File: config.mk
export PLATFORM = sky130hd
export DESIGN_NAME = lmg_movelist_sequencer
export DESIGN_NICKNAME = d
export VERILOG_FILES = /design/src/rtl/chess_ctrl_pkg.sv /design/src/rtl/lmg_word_unpacker.sv /design/src/rtl/lmg_movelist_sequencer.sv
export SDC_FILE = /design/constraint.sdc
export NUM_CORES = 1
export LEC_CHECK = 0
export BUFFER_PORTS_ARGS = -buffer_cell sky130_fd_sc_hd__buf_2
export CAP_MARGIN = 5
export CORE_MARGIN = 2
export CORE_UTILIZATION = 56
export CTS_BUF_LIST = sky130_fd_sc_hd__clkbuf_8
export CTS_CLUSTER_DIAMETER = 60
export CTS_CLUSTER_SIZE = 30
export DETAILED_ROUTE_END_ITERATION = 10
export GPL_TIMING_DRIVEN = 1
export HOLD_SLACK_MARGIN = 0.05
export PLACE_DENSITY = 0.79
export SKIP_CTS_REPAIR_TIMING = 1
export SLEW_MARGIN = 10
export SYNTH_ARGS = -nofsm -noshare
export SYNTH_HDL_FRONTEND = slang
export SYNTH_SLANG_ARGS = --single-unit
File: constraint.sdc
create_clock -name clk -period 17.5 [get_ports clk]
set_input_delay 3.5 -clock clk [delete_from_list [all_inputs] [get_ports clk]]
set_output_delay 3.5 -clock clk [all_outputs]
set_load 0.01 [all_outputs]
File: src/rtl/chess_ctrl_pkg.sv
// Shared constants and state encoding for the legal-move-list sequencer.
package chess_ctrl_pkg;

    localparam int LMG_SLOTS  = 8;
    localparam int LMG_SLOT_W = 19;
    localparam int LMG_MOVE_W = 18;
    localparam int LMG_WORD_W = LMG_SLOTS * LMG_SLOT_W;
    localparam int LIST_BASE  = 16;

    typedef enum logic [3:0] {
        SEQ_IDLE,
        SEQ_LMG_RST,
        SEQ_WAIT_DONE,
        SEQ_POP,
        SEQ_LATCH,
        SEQ_SCAN,
        SEQ_HEADER,
        SEQ_TERM,
        SEQ_DONE
    } seqState_e;

endpackage

File: src/rtl/lmg_word_unpacker.sv
// Holds one captured LMG FIFO word and presents its move slots one at a time.
module lmg_word_unpacker
    import chess_ctrl_pkg::*;
(
    input  logic                  clk,
    input  logic                  reset,
    input  logic                  load,
    input  logic                  advance,
    input  logic [LMG_WORD_W-1:0] wordIn,
    output logic [LMG_MOVE_W-1:0] slotMove,
    output logic                  slotValid,
    output logic                  lastSlot,
    output logic                  allInvalid
);

    logic [LMG_WORD_W-1:0] wordReg;
    logic [2:0]            slotIdx;
    logic [LMG_SLOT_W-1:0] curSlot;

    always_ff @(posedge clk) begin
        if (load) wordReg <= wordIn;
    end

    always_ff @(posedge clk) begin
        if (reset)        slotIdx <= '0;
        else if (load)    slotIdx <= '0;
        else if (advance) slotIdx <= slotIdx + 3'd1;
    end

    // A word with every invalid flag set is the LMG's end-of-list marker.
    always_comb begin
        curSlot    = '0;
        allInvalid = 1'b1;
        for (int k = 0; k < LMG_SLOTS; k++) begin
            if (slotIdx == 3'(k)) curSlot = wordReg[k*LMG_SLOT_W +: LMG_SLOT_W];
            allInvalid = allInvalid & wordReg[k*LMG_SLOT_W + LMG_MOVE_W];
        end
    end

    assign slotMove  = curSlot[LMG_MOVE_W-1:0];
    assign slotValid = ~curSlot[LMG_MOVE_W];
    assign lastSlot  = (slotIdx == 3'(LMG_SLOTS - 1));

endmodule

File: src/rtl/lmg_movelist_sequencer.sv
// Runs one legal-move-generation pass and writes the compacted move list,
// its count/overflow header and a zero terminator into the move-list RAM.
module lmg_movelist_sequencer #(
    parameter int DATA_WIDTH = 32,
    parameter int ADDR_WIDTH = 15,
    parameter int LIST_BASE  = chess_ctrl_pkg::LIST_BASE,
    parameter int MAX_MOVES  = 255
) (
    input  logic                                  clk,
    input  logic                                  reset,
    input  logic                                  start,
    output logic                                  busy,
    output logic                                  done,
    output logic [7:0]                            move_count,
    output logic                                  overflow,
    output logic                                  lmg_reset,
    input  logic                                  lmg_done,
    input  logic                                  lmg_fifo_empty,
    output logic                                  lmg_rden,
    input  logic [chess_ctrl_pkg::LMG_WORD_W-1:0] lmg_fifo_out,
    output logic                                  ram_wren,
    output logic [ADDR_WIDTH-1:0]                 ram_wraddr,
    output logic [DATA_WIDTH-1:0]                 ram_data
);
    import chess_ctrl_pkg::*;

    localparam logic [ADDR_WIDTH-1:0] HEADER_ADDR = ADDR_WIDTH'(LIST_BASE);
    localparam logic [ADDR_WIDTH-1:0] MOVE_BASE   = ADDR_WIDTH'(LIST_BASE + 1);
    localparam logic [7:0]            MAX_CNT     = 8'(MAX_MOVES);

    seqState_e              state, stateNext;
    logic                   rstCnt, rstCntNext;
    logic                   busyNext, doneNext, ovfNext;
    logic                   lmgRstNext, rdenNext, wrenNext;
    logic [7:0]             countNext;
    logic [ADDR_WIDTH-1:0]  addrNext;
    logic [DATA_WIDTH-1:0]  dataNext;
    logic                   wordLoad, slotAdvance;
    logic [LMG_MOVE_W-1:0]  slotMove;
    logic                   slotValid, lastSlot, allInvalid;

    function automatic logic [DATA_WIDTH-1:0] headerWord(input logic ovf, input logic [7:0] cnt);
        logic [DATA_WIDTH-1:0] w;
        w                 = '0;
        w[DATA_WIDTH-1]   = ovf;
        w[7:0]            = cnt;
        return w;
    endfunction

    lmg_word_unpacker unpacker (
        .clk        (clk),
        .reset      (reset),
        .load       (wordLoad),
        .advance    (slotAdvance),
        .wordIn     (lmg_fifo_out),
        .slotMove   (slotMove),
        .slotValid  (slotValid),
        .lastSlot   (lastSlot),
        .allInvalid (allInvalid)
    );

    always_ff @(posedge clk) begin
        if (reset) begin
            state      <= SEQ_IDLE;
            rstCnt     <= 1'b0;
            busy       <= 1'b0;
            done       <= 1'b0;
            move_count <= '0;
            overflow   <= 1'b0;
            lmg_reset  <= 1'b0;
            lmg_rden   <= 1'b0;
            ram_wren   <= 1'b0;
            ram_wraddr <= '0;
            ram_data   <= '0;
        end else begin
            state      <= stateNext;
            rstCnt     <= rstCntNext;
            busy       <= busyNext;
            done       <= doneNext;
            move_count <= countNext;
            overflow   <= ovfNext;
            lmg_reset  <= lmgRstNext;
            lmg_rden   <= rdenNext;
            ram_wren   <= wrenNext;
            ram_wraddr <= addrNext;
            ram_data   <= dataNext;
        end
    end

    // Each state's action is registered, so it appears on the ports during the following cycle.
    always_comb begin
        stateNext   = state;
        rstCntNext  = rstCnt;
        busyNext    = busy;
        doneNext    = done;
        countNext   = move_count;
        ovfNext     = overflow;
        lmgRstNext  = 1'b0;
        rdenNext    = 1'b0;
        wrenNext    = 1'b0;
        addrNext    = ram_wraddr;
        dataNext    = ram_data;
        wordLoad    = 1'b0;
        slotAdvance = 1'b0;

        case (state)
            SEQ_IDLE, SEQ_DONE: begin
                if (start) begin
                    stateNext  = SEQ_LMG_RST;
                    rstCntNext = 1'b0;
                    countNext  = '0;
                    ovfNext    = 1'b0;
                    doneNext   = 1'b0;
                    busyNext   = 1'b1;
                    lmgRstNext = 1'b1;
                end
            end
            SEQ_LMG_RST: begin
                if (!rstCnt) begin
                    rstCntNext = 1'b1;
                    lmgRstNext = 1'b1;
                end else begin
                    stateNext  = SEQ_WAIT_DONE;
                end
            end
            SEQ_WAIT_DONE: begin
                if (lmg_done) begin
                    if (!lmg_fifo_empty) begin
                        stateNext = SEQ_POP;
                        rdenNext  = 1'b1;
                    end else begin
                        stateNext = SEQ_HEADER;
                    end
                end
            end
            SEQ_POP: stateNext = SEQ_LATCH;
            SEQ_LATCH: begin
                wordLoad  = 1'b1;
                stateNext = SEQ_SCAN;
            end
            SEQ_SCAN: begin
                if (allInvalid) begin
                    stateNext = SEQ_HEADER;
                end else begin
                    slotAdvance = 1'b1;
                    if (slotValid) begin
                        if (move_count < MAX_CNT) begin
                            wrenNext  = 1'b1;
                            addrNext  = MOVE_BASE + ADDR_WIDTH'(move_count);
                            dataNext  = DATA_WIDTH'(slotMove);
                            countNext = move_count + 8'd1;
                        end else begin
                            ovfNext   = 1'b1;
                        end
                    end
                    if (lastSlot) begin
                        if (!lmg_fifo_empty) begin
                            stateNext = SEQ_POP;
                            rdenNext  = 1'b1;
                        end else begin
                            stateNext = SEQ_HEADER;
                        end
                    end
                end
            end
            SEQ_HEADER: begin
                wrenNext  = 1'b1;
                addrNext  = HEADER_ADDR;
                dataNext  = headerWord(overflow, move_count);
                stateNext = SEQ_TERM;
            end
            SEQ_TERM: begin
                wrenNext  = 1'b1;
                addrNext  = MOVE_BASE + ADDR_WIDTH'(move_count);
                dataNext  = '0;
                stateNext = SEQ_DONE;
                doneNext  = 1'b1;
                busyNext  = 1'b0;
            end
            default: stateNext = SEQ_IDLE;
        endcase
    end

endmodule

==> flow_metrics.tcl <==
set metrics [dict create \
    status "finished clean" \
    syn_area_per_cell_um2 12.2 \
    core_area_um2 15800 \
    cp_max_fo 33 \
    antenna_left 0 \
    io_pins 218 \
    io_buffers 198 \
    numCtsBuffers 14 \
    max-vdd-ir-drop_v 0.0000696 \
    synthArstFlopShare 0 \
    cts_tree "yes" \
    end_kind "flip-flop" \
    sequentialPowerShare 0.597 \
    synth.most_common_cell "edfxtp_1" \
    p_int_uw 701 \
    synth_edf_count 152 \
    drc_errors 0 \
    syn-cell-area_um2 9050 \
    rows 46 \
    clock_skew_ns 0.0218 \
    nNetsFinal 1071 \
    die-area_um2 17200 \
    critPathLaunchType "input pin" \
    post-route-util 0.657 \
    clkSlewWorstSetupHoldPaths_ns 0.14 \
    wl_per_cell_um 18.6 \
    critPathBufInv 2 \
    postPlaceCellArea_um2 10100 \
    antenna_found_initial 9 \
    synth_top_area_frac 0.504 \
    gp_congestion 0.875 \
    initial_core_util 0.572 \
    grt_max_degree 89 \
    crit_family "buffers and inverters" \
    drt_first_iter_violations 752 \
    fp.dieW_um 131 \
    clockRootBuffer "clkbuf_8" \
    hold_class "reg -> reg" \
    num_vias 6511 \
    fmax_mhz 203 \
    crit_slowest_cell "clkinv_1" \
    vias_per_cell 5.71 \
    cp.required_ns 17.92 \
    syn_to_final_growth_pct 14.8 \
    drt_wl_total_mm 21.2 \
    combPwrFrac 0.124 \
    tns_ns 0 \
    yosysWarnings 0 \
    synth_area_leaders "edfxtp_1 (50%), dfxtp_1 (11%), nand3b_1 (2.9%), a21oi_1 (2.5%), mux2i_1 (2.5%)" \
    cap_violations 0 \
    post-route-min-period_ns 4.93 \
    slew_viol_final 0 \
    firstDrtPassIters 5 \
    p_leak_uw 0.00411 \
    htree_levels 1 \
    cts.sinks 202 \
    path_cells "buf_2 > clkinv_1 > a32o_1" \
    tightest_slew_ns 1.10 \
    drive_gt1_frac 0.271 \
    yosys.cell_types.count 66 \
    yosys-top-cells-count "edfxtp_1 (152), nand2_1 (56), dfxtp_1 (50), a21oi_1 (46), clkbuf_1 (41)" \
    switching_share 0.262 \
    p_clk_frac 0.279 \
    dp_hpwl_mm 14.3 \
    ys_seq_area_frac 0.615 \
    grt_pass1_wl_mm 32.9 \
    rsz0062_at_grt "no" \
    relSlewSlack 0.266 \
    switchingPower_uw 249 \
    worst_hold_slack_ns 0.465 \
    synth_ff_type "edfxtp_1" \
    ys_ff_latch 202 \
    track_usage 0.239 \
    grt.overflow.total 0 \
    synthCells 741 \
    cp_data_arrival_time_ns 5.34 \
    die_h_um 131 \
    path_class "in -> reg" \
    grt_pass1_vias 6216 \
    insertion_delay_ns 0.51 \
    clock_path_buffers 3 \
    period_share 0.282 \
    hold_violations 0 \
    setup_violations 0 \
    p_per_area_nw_per_um2 91.4 \
    synth_top_cell_by_area "edfxtp_1" \
    worst_path_largest_cell_delay_ns 0.83 \
    finalInstanceArea_um2 10400 \
]
[sequential cells by signal, summed over array words and instances, names as in the netlist, 3 cells and up]
signal and count:
ram_wraddr 9, move_count 8, unpacker.slotIdx 3, ram_data 19, unpacker.wordReg 152, state 4
[layout make-up]
| class | count | area [um^2] |
|---|---|---|
| antenna | 9 | 22.5 |
| clock buffer | 15 | 206 |
| clock inverter | 9 | 103 |
| fill | 1219 | 5440 |
| inverter | 35 | 131 |
| multi-input combinational | 448 | 3040 |
| sequential | 202 | 5570 |
| tap | 216 | 270 |
| timing repair buffer | 206 | 1050 |
[layer usage]
metal  part of all wire  track usage
met1               0.43        0.348
met2               0.45        0.363
met3              0.085       0.0467
met4              0.031       0.0827
met5                  0            0
[power by group through the flow]
stage          Combinational [uW]  Clock, uW  Sequential [uW]
2_1_floorplan                84.3          0              579
3_5_place_dp                  117          0              577
3_3_place_gp                  115          0              576
6_report                      118        265              567
4_1_cts                       117        268              566
5_1_grt                       130        288              570
[cells by family after synthesis]
logic type / Yosys count / synth area share
fa+ha+maj: 7 / 0.00967
buf+inv: 109 / 0.0579
mux: 25 / 0.0283
simple gates: 218 / 0.135
xor+xnor: 8 / 0.00774
flops: 202 / 0.615
compound gates: 171 / 0.146
other cells: 1 / 0.000414
[worst reg2reg max path, delay by kind of cell, from the launching register on]
kind                     cells  cell delay [ns]
AO/OA/AOI/OAI                3             1.50
adder cells (fa/ha/maj)      1             0.61
buffers and inverters        3             0.88
flip-flops                   1             0.34
multiplexers                 1             0.38
AND/OR/NAND/NOR              1             0.53
[final timing paths]
kind                                                        from                         end  slack [ns]  depth (start not counted)
worst max-delay path                                       reset   ram_data[31]$_SDFFE_PP0P_       12.57                          3
worst min-delay path                   ram_data[16]$_SDFFE_PP0P_   ram_data[16]$_SDFFE_PP0P_        0.46                          2
worst max register to register  unpacker.slotIdx[2]$_SDFFE_PP0P_  ram_wraddr[0]$_SDFFE_PP0P_       13.17                          9
worst min register to register         ram_data[16]$_SDFFE_PP0P_   ram_data[16]$_SDFFE_PP0P_        0.46                          2
[layout by cell type, fill, tap and decap left out, types with 10 or more instances in the layout]
cell        n
a21oi_1    46
a221o_1    10
a311oi_1   10
buf_2     198
clkbuf_8   15
conb_1     19
dfxtp_1    50
edfxtp_1  152
inv_1      34
mux2i_1    23
nand2_1    56
nand2b_1   18
nand3_1    23
nand3b_1   35
nor2_1     22
nor2b_1    16
o21ai_0    15
[per-stage QoR]
stage / power [uW] / std cells / worst slack (ns)
CTS: 952 / 1131 / 12.54
global route: 988 / 1138 / 12.43
finish: 950 / 1140 / 12.57
global placement: 691 / 1107 / 12.06
floorplan: 663 / 759 / 5.28
detailed placement: 694 / 1107 / 11.99
(Power assumes the default switching activity.)
